<file path="src/rtl/d16_pkg.sv">
// Shared link-register definitions for the 16-bit core datapath.
// Used by the link register and its return-address spill stack.
package d16_pkg;

    localparam int WORD_W = 16;
    localparam logic [WORD_W-1:0] LR_RESET_VAL = '0;

    typedef enum logic [1:0] {
        OP_NONE = 2'b00,
        OP_CALL = 2'b01,
        OP_RET  = 2'b10,
        OP_BOTH = 2'b11
    } lr_op_e;

    function automatic lr_op_e decode_op(input logic call, input logic ret);
        return lr_op_e'({ret, call});
    endfunction

endpackage

</file>
<file path="src/rtl/lr_stack_mem.sv">
// Spill storage: one synchronous write port, one asynchronous read port.
// Contents are never reset; validity is tracked by the owner's count.
module lr_stack_mem #(
    parameter int DEPTH = 8,
    parameter int WIDTH = 16,
    localparam int AW = $clog2(DEPTH)
) (
    input  logic             clk,
    input  logic             i_we,
    input  logic [AW-1:0]    i_waddr,
    input  logic [WIDTH-1:0] i_wdata,
    input  logic [AW-1:0]    i_raddr,
    output logic [WIDTH-1:0] o_rdata
);

    logic [WIDTH-1:0] r_mem [DEPTH];

    always_ff @(posedge clk) begin
        if (i_we) begin
            r_mem[i_waddr] <= i_wdata;
        end
    end

    assign o_rdata = r_mem[i_raddr];

endmodule

</file>
<file path="src/rtl/lr_stack.sv">
// Return-address spill stack feeding the link register write port.
// Calls spill lr_cur and load call_addr; returns refill from the top.
module lr_stack
    import d16_pkg::*;
#(
    parameter int DEPTH = 8,
    parameter int WIDTH = WORD_W
) (
    input  logic                     clk,
    input  logic                     rst_n,
    input  logic                     call_en,
    input  logic [WIDTH-1:0]         call_addr,
    input  logic                     ret_en,
    input  logic [WIDTH-1:0]         lr_cur,
    input  logic                     clear_flags,
    output logic                     lr_wr_en,
    output logic [WIDTH-1:0]         lr_data,
    output logic [$clog2(DEPTH):0]   count,
    output logic                     empty,
    output logic                     full,
    output logic                     overflow,
    output logic                     underflow,
    output logic                     conflict
);

    localparam int AW = $clog2(DEPTH);
    localparam int CW = AW + 1;

    logic [AW-1:0]    r_sp;
    logic [CW-1:0]    r_count;
    logic             r_overflow;
    logic             r_underflow;
    logic             r_conflict;

    lr_op_e           w_op;
    logic             w_call;
    logic             w_ret;
    logic             w_both;
    logic             w_empty;
    logic             w_full;
    logic [AW-1:0]    w_rd_addr;
    logic [WIDTH-1:0] w_top;

    assign w_op      = decode_op(call_en, ret_en);
    assign w_call    = (w_op == OP_CALL);
    assign w_ret     = (w_op == OP_RET);
    assign w_both    = (w_op == OP_BOTH);
    assign w_empty   = (r_count == '0);
    assign w_full    = (r_count == CW'(DEPTH));
    assign w_rd_addr = r_sp - AW'(1);

    lr_stack_mem #(
        .DEPTH (DEPTH),
        .WIDTH (WIDTH)
    ) u_mem (
        .clk     (clk),
        .i_we    (w_call & rst_n),
        .i_waddr (r_sp),
        .i_wdata (lr_cur),
        .i_raddr (w_rd_addr),
        .o_rdata (w_top)
    );

    // Link register write path is purely combinational for zero-bubble refill
    always_comb begin
        lr_wr_en = 1'b0;
        lr_data  = '0;
        unique case (w_op)
            OP_CALL: begin
                lr_wr_en = rst_n;
                lr_data  = call_addr;
            end
            OP_RET: begin
                lr_wr_en = rst_n;
                lr_data  = w_empty ? WIDTH'(LR_RESET_VAL) : w_top;
            end
            default: ;
        endcase
    end

    always_ff @(posedge clk or negedge rst_n) begin
        if (!rst_n) begin
            r_sp        <= '0;
            r_count     <= '0;
            r_overflow  <= 1'b0;
            r_underflow <= 1'b0;
            r_conflict  <= 1'b0;
        end else begin
            unique case (w_op)
                OP_CALL: begin
                    r_sp <= r_sp + AW'(1);
                    if (!w_full) begin
                        r_count <= r_count + CW'(1);
                    end
                end
                OP_RET: begin
                    if (!w_empty) begin
                        r_sp    <= r_sp - AW'(1);
                        r_count <= r_count - CW'(1);
                    end
                end
                default: ;
            endcase
            r_overflow  <= (r_overflow & ~clear_flags) | (w_call & w_full);
            r_underflow <= (r_underflow & ~clear_flags) | (w_ret & w_empty);
            r_conflict  <= (r_conflict & ~clear_flags) | w_both;
        end
    end

    assign count     = r_count;
    assign empty     = w_empty;
    assign full      = w_full;
    assign overflow  = r_overflow;
    assign underflow = r_underflow;
    assign conflict  = r_conflict;

endmodule

</file>
<file path="config.mk">
export PLATFORM = sky130hd
export DESIGN_NAME = lr_stack
export DESIGN_NICKNAME = d
export VERILOG_FILES = /design/src/rtl/d16_pkg.sv /design/src/rtl/lr_stack_mem.sv /design/src/rtl/lr_stack.sv
export SDC_FILE = /design/constraint.sdc
export NUM_CORES = 1
export LEC_CHECK = 0
export BUFFER_PORTS_ARGS = -buffer_cell sky130_fd_sc_hd__buf_2
export CORE_MARGIN = 5
export CORE_UTILIZATION = 50
export DETAILED_ROUTE_END_ITERATION = 12
export GPL_TIMING_DRIVEN = 1
export PLACE_DENSITY = 0.7
export SLEW_MARGIN = 20
export SYNTH_ARGS = -nofsm -noshare
export SYNTH_HDL_FRONTEND = slang
export SYNTH_SLANG_ARGS = --single-unit
</file>
<file path="constraint.sdc">
create_clock -name clk -period 4.4 [get_ports clk]
set_input_delay 0.22 -clock clk [delete_from_list [all_inputs] [get_ports clk]]
set_output_delay 0.22 -clock clk [all_outputs]
set_load 0.005 [all_outputs]
</file>
Word level (Yosys, flattened, before mapping)
Memories as Yosys holds them, arrays and structs flattened.
Cells that the tools add are included.
{ "classes": {"n_reduce_logical": 5, "bitwise": 10, "n_eq_ne": 6, "add_sub_neg": 4, "n_mux": 10} }
{ "ops": {"columns": ["operator", "count"], "rows": [
  ["16-bit case mux with 2 select lines", 1],
  ["16-bit two-way mux", 1],
  ["4-bit two-way mux", 2],
  ["4-bit case mux with 2 select lines", 1],
  ["1-bit bitwise AND", 6],
  ["3-bit case mux with 2 select lines", 1],
  ["4-bit by 1-bit adder with 4-bit output, second input constant", 1],
  ["2-bit equality test, second input constant", 2],
  ["4-bit equality test, second input constant", 1],
  ["4-bit zero test", 1],
  ["2-bit inequality test, second input constant", 2],
  ["4-bit by 1-bit subtractor with 4-bit output, second input constant", 1],
  ["3-bit by 1-bit adder with 3-bit output, second input constant", 1],
  ["1-bit two-way mux", 3],
  ["3-bit two-way mux", 1],
  ["1-bit bitwise OR", 3],
  ["3-bit AND reduction", 1],
  ["3-bit by 1-bit subtractor with 3-bit output, second input constant", 1],
  ["2-bit by 1-bit equality test with 1-bit output, second input constant", 1],
  ["2-bit AND reduction", 1],
  ["2-bit nonzero test", 1],
  ["2-bit OR reduction", 1],
  ["1-bit inverter", 1]
]} }
{ "totals": {"elab_cells": 41, "ram_bits": 128, "output_inout_bits": 26, "input_bits": 37, "regBits": 10, "mem_count": 1} }
{ "mem_list": {"columns": ["name", "depth", "word_bits", "read_ports", "rd_clocked_by_memory_dff", "wr", "line_no", "source"], "rows": [
  ["u_mem.r_mem", 8, 16, 1, 0, 1, "lr_stack_mem.sv:16", "logic [WIDTH-1:0] r_mem [DEPTH];"]
]} }

Depth between registers and ports, before layout
{ "logic_depth": {"word_depth": 4, "mapped_depth": 10, "ltp_nobuf": 8} }

Cells and area by module
A second synthesis with hierarchy kept.
{ "hier_totals": {"cells_unflattened": 303, "area_unflattened_um2": 5835.6} }
{ "modules_own_cells": {"columns": ["module", "seq_area_each_um2", "cells_each", "instances", "area_each_um2"], "rows": [
  ["lr_stack_mem", 3843.7, 198, 1, 4973.5],
  ["lr_stack", 250.2, 105, 1, 862.1]
]} }

Worst setup path before layout
OpenSTA, ideal clock, no wires.
{ "synth_path": {"path_type": "register to output", "start": "reg r_sp[0]", "end": "out lr_data[0]", "path_buffers": 4, "stages_incl_launch_ff": 11, "t_required_ns": 4.180, "t_arrival_ns": 2.198, "setup_slack_ns": 1.982, "cell_sequence": "dfrtp_1 > clkbuf_1 > buf_1 > inv_1 > ha_1 > xnor2_2 > nor2b_1 > clkbuf_2 > clkbuf_8 > a22oi_1 > a32o_1"} }
{ "synth_via": {"elab_chain_cells": 4} }
{ "synth_rtl": {"columns": ["item", "line_no", "source"], "rows": [
  ["start, declared", "lr_stack.sv:29", "logic [AW-1:0] r_sp;"],
  ["start signal, assigned", "lr_stack.sv:91", "r_sp <= r_sp + AW'(1);"],
  ["start signal, assigned", "lr_stack.sv:98", "r_sp <= r_sp - AW'(1);"],
  ["3-bit by 1-bit subtractor with 3-bit output", "lr_stack.sv:50", "assign w_rd_addr = r_sp - AW'(1);"],
  ["memory 8 x 16 bit", null, null],
  ["16-bit two-way mux", "lr_stack.sv:75", "lr_data = w_empty ? WIDTH'(LR_RESET_VAL) : w_top;"],
  ["16-bit case mux with 2 select lines", "lr_stack.sv:68", "unique case (w_op)"],
  ["end, declared", "lr_stack.sv:17", "output logic [WIDTH-1:0] lr_data,"]
]} }
No other way between the ends.

Worst setup path after layout
{ "layout_path": {"start": "reg r_sp[0]", "end": "out lr_data[6]"} }
The elaborated chain is that of the path after synthesis.

==> results_tabular.tex <==
\begin{tabular}{lr}
\hline
Metric & Value \\
\hline
\multicolumn{2}{l}{\textbf{Status}} \\
Run status & finished clean \\
\multicolumn{2}{l}{\textbf{Layout}} \\
Fillers & 859 \\
NumNets Final & about 480 \\
Reg area & around 4000 um2 \\
Utilization of the core after routing & 0.596 \\
Synth-to-layout area growth & 16.7\% \\
Multi-input logic area & $\sim$1600 um2 \\
Antenna fix cells & 0 \\
Share of post-route cells with drive strength above 1 & 0.242 \\
\multicolumn{2}{l}{\textbf{Synth}} \\
Synthesized area divided by synthesized cell count & between 15 and 20 um2 \\
Mapped cell area & just under 6000 um2 \\
Library cell occupying the most area in the post-synthesis netlist & edfxtp\_1 \\
Share of the yosys chip area belonging to registers & 0.699 \\
FF+latch count, synth & about 140 \\
Unique cell type count in the Yosys netlist & between 40 and 50 \\
Count of flip-flops with a built-in enable after synthesis & 128 \\
Most numerous cell in the Yosys netlist & edfxtp\_1 \\
Fraction of synthesized cell area taken by the top area cell type & 0.657 \\
Cell types with the highest counts after synthesis & edfxtp\_1 (128), mux2i\_1 (64), nand2\_1 (23) \\
Yosys warning total & 0 \\
Post-synth top flop & edfxtp\_1 \\
Largest cells by area after synthesis & edfxtp\_1 (66\%), mux2i\_1 (11\%), dfrtp\_1 (4.3\%) \\
Syn Nets & about 410 \\
Ys async rst share & 0.0725 \\
Synthesized instance count & 369 \\
\multicolumn{2}{l}{\textbf{Worst setup path}} \\
Sequence of cells on the critical path & inv\_1 > ha\_1 > xnor2\_2 > nor2b\_2 > a22oi\_1 > a32o\_1 > buf\_2 \\
Gate family responsible for the most delay along the worst path & flip-flops \\
Critical path startpoint category & flip-flop \\
Slack of the worst reg-to-reg path & roughly 2.0 ns \\
Critical path launch point & r\_sp[0] \\
Critical path depth & 7 \\
Crit path buffers/inverters & 2 \\
Worst setup path endpoint & lr\_data[6] \\
Critical Path RT & $\sim$4.2 ns \\
Capturing element type of the critical path & output port \\
Data arrival, critical path & 3.39 ns \\
Reg-to-reg critical path endpoint & u\_mem.r\_mem[5][8] \\
R2R cell count & 4 \\
Longest individual stage delay on the worst path & $\sim$0.80 ns \\
Max FO, Critical Path & 33 \\
Worst R2R Start & r\_sp[0] \\
Setup CP Type & flip-flop to output port \\
CP max stage cell & dfrtp\_4 \\
\multicolumn{2}{l}{\textbf{STA}} \\
Total negative slack for setup checks & 0 ns \\
Number of setup violations in the final report & 0 \\
Maximum achievable frequency & about 280 MHz \\
Minimum period implied by the final worst setup slack & approximately 3.6 ns \\
Setup skew after layout & $\sim$0.0076 ns \\
Final clock period utilization by the worst path & 0.820 \\
Worst hold margin & between 0.04 and 0.05 ns \\
Final hold violations & 0 \\
Setup repair after global routing missed its margin & no \\
Count of pins over their slew limit & 0 \\
Max-Slew Margin vs Limit & 0.303 \\
Tightest Pin Transition & around 1.0 ns \\
\multicolumn{2}{l}{\textbf{Die}} \\
Number of primary I/O pins & 63 \\
Site Rows & 39 \\
Die footprint & approximately 14,000 um2 \\
Initial core utilization & 0.510 \\
Die Ht & around 120 um \\
Floorplan Core Area & between 10,000 and 15,000 um2 \\
Die outline width & 118 um \\
\multicolumn{2}{l}{\textbf{Global route}} \\
GRT Residual Overflow & 0 \\
Wire length of the first global-routing pass & approximately 19,000 um \\
Initial antenna violation count & 0 \\
All-Layer GR Usage & 0.174 \\
Via count of the first global-routing pass & roughly 3,500 \\
Pin count of the biggest net entering global routing & 40 \\
\multicolumn{2}{l}{\textbf{Clocking}} \\
Clk Tree Root Cell & clkbuf\_16 \\
Post-cts repair resize count & 0 \\
Clock net sink count & around 140 \\
Register clock-pin slew on the reported worst setup and hold paths & around 0.060 ns \\
Worst-Skew Late Latency & between 0.4 and 0.5 ns \\
TritonCTS Buffers & 17 \\
CTS H-tree lvls & 4 \\
Post-CTS Repair Setup Buffers & 0 \\
Buffer levels on the longest clock path & 2 \\
CTS tree & yes \\
\multicolumn{2}{l}{\textbf{Route}} \\
Count of nets left with antenna violations after detail routing & 0 \\
Total routed wirelength & about 12,000 um \\
DR pass1 iterations & 5 \\
DR WL/cell & between 15 and 20 um \\
Initial drt markers & roughly 190 \\
Final routed DRC violation total & 0 \\
Vias per cell & 5.66 \\
Total via count in the routed design & 3,342 \\
\multicolumn{2}{l}{\textbf{Pwr}} \\
Switching Share & 0.313 \\
Sequential Power Share & 0.411 \\
Internal cell power & approximately 2.8 mW \\
Combinational power share & 0.258 \\
Power density cells & a little under 600 nW/um2 \\
Net switching power & about 1.3 mW \\
Worst VDD drop & $\sim$0.00027 V \\
Leakage Power & around 2.5 nW \\
Share of total power in the clock network & 0.331 \\
\multicolumn{2}{l}{\textbf{Min path}} \\
Worst hold path class & input pin to flip-flop \\
Startpoint of the tightest hold check path & clear\_flags \\
\multicolumn{2}{l}{\textbf{Placement}} \\
Final RePlAce weighted congestion & around 0.75 \\
Port buffer count & 62 \\
Estimated wirelength of the detail-placed design & approximately 7100 um \\
\multicolumn{2}{l}{\textbf{Flow run}} \\
Max-cap violations & 0 \\
\hline
\end{tabular}
per-stage QoR:
stage               setup slack [ns]  area, um2  cells  power (mW)
global route                   0.621       6830    590        4.22
detailed placement              1.29       6260    557        2.72
CTS                            0.808       6830    590        4.05
floorplan                       1.98       5850    369        2.45
finish                         0.794       6830    590        4.03
global placement                1.39       6260    557        2.69
worst min-delay path by stage:
stage,cells past startpoint,slack (ns),end
after floorplan,0,-0.08,conflict
after global placement,1,0.11,underflow
after detailed placement,1,0.11,overflow
after CTS,2,0.03,overflow
after global routing,2,0.03,overflow
final,2,0.04,overflow
power groups by stage:
| stage | Clock [mW] | Sequential, mW | Combinational (mW) |
|---|---|---|---|
| finish | 1.33 | 1.66 | 1.04 |
| CTS | 1.35 | 1.66 | 1.05 |
| floorplan | 0 | 1.57 | 0.883 |
| global route | 1.40 | 1.67 | 1.14 |
| global placement | 0 | 1.67 | 1.01 |
| detailed placement | 0 | 1.68 | 1.04 |
cell families (layout without fill, tap and decap cells):
family	count (synthesis)	count (layout)	synth area share
xor+xnor	6	6	0.0103
simple gates	51	51	0.0434
mux	66	66	0.113
flops	138	138	0.699
buf+inv	34	112	0.0357
fa+ha+maj	7	7	0.0150
compound gates	67	67	0.0829
flip-flops by register name (all words and copies together) (netlist names):
signal and cells:
count 4, r_sp 3, conflict 1, u_mem.r_mem 128, overflow 1, underflow 1
final cells by class:
type / instances / share of cell area
sequential: 138 / 0.600
multi-input combinational: 197 / 0.231
clock buffer: 18 / 0.0628
timing repair buffer: 72 / 0.0568
tap: 143 / 0.0262
clock inverter: 14 / 0.0192
inverter: 8 / 0.00439
per-layer routing:
| metal | GRT usage | up-vias | share of wire |
|---|---|---|---|
| met4 | 0.0652 | 0 | 0.010 |
| met2 | 0.275 | 97 | 0.48 |
| met1 | 0.235 | 1668 | 0.46 |
| li1 | - | 1567 | - |
| met5 | 0 | - | 0 |
| met3 | 0.0439 | 10 | 0.049 |
cell usage in the layout (no fill, tap or decap), drive strengths merged, types with 2 or more instances in the layout:
| cell | Yosys | layout |
|---|---|---|
| xnor2 | 3 | 3 |
| o21ai | 7 | 7 |
| clkbuf | 9 | 18 |
| nor3 | 2 | 2 |
| edfxtp | 128 | 128 |
| xor2 | 3 | 3 |
| clkinv | 0 | 8 |
| nor2 | 10 | 10 |
| nand2 | 23 | 23 |
| a21oi | 20 | 20 |
| mux2i | 64 | 64 |
| a32o | 16 | 16 |
| bufinv | 0 | 2 |
| o31ai | 2 | 2 |
| nand3 | 3 | 3 |
| dfrtp | 10 | 10 |
| nor2b | 6 | 6 |
| ha | 7 | 7 |
| buf | 16 | 71 |
| inv | 8 | 8 |
| mux2 | 2 | 2 |
| a22oi | 16 | 16 |
| clkinvlp | 0 | 4 |
repair_timing:
item                                   CTS  global route
endpoints found under the hold margin   10             0
setup endpoints to repair                0             0
hold buffers                             1             0
Note: power is estimated with default switching activity, not from simulation.
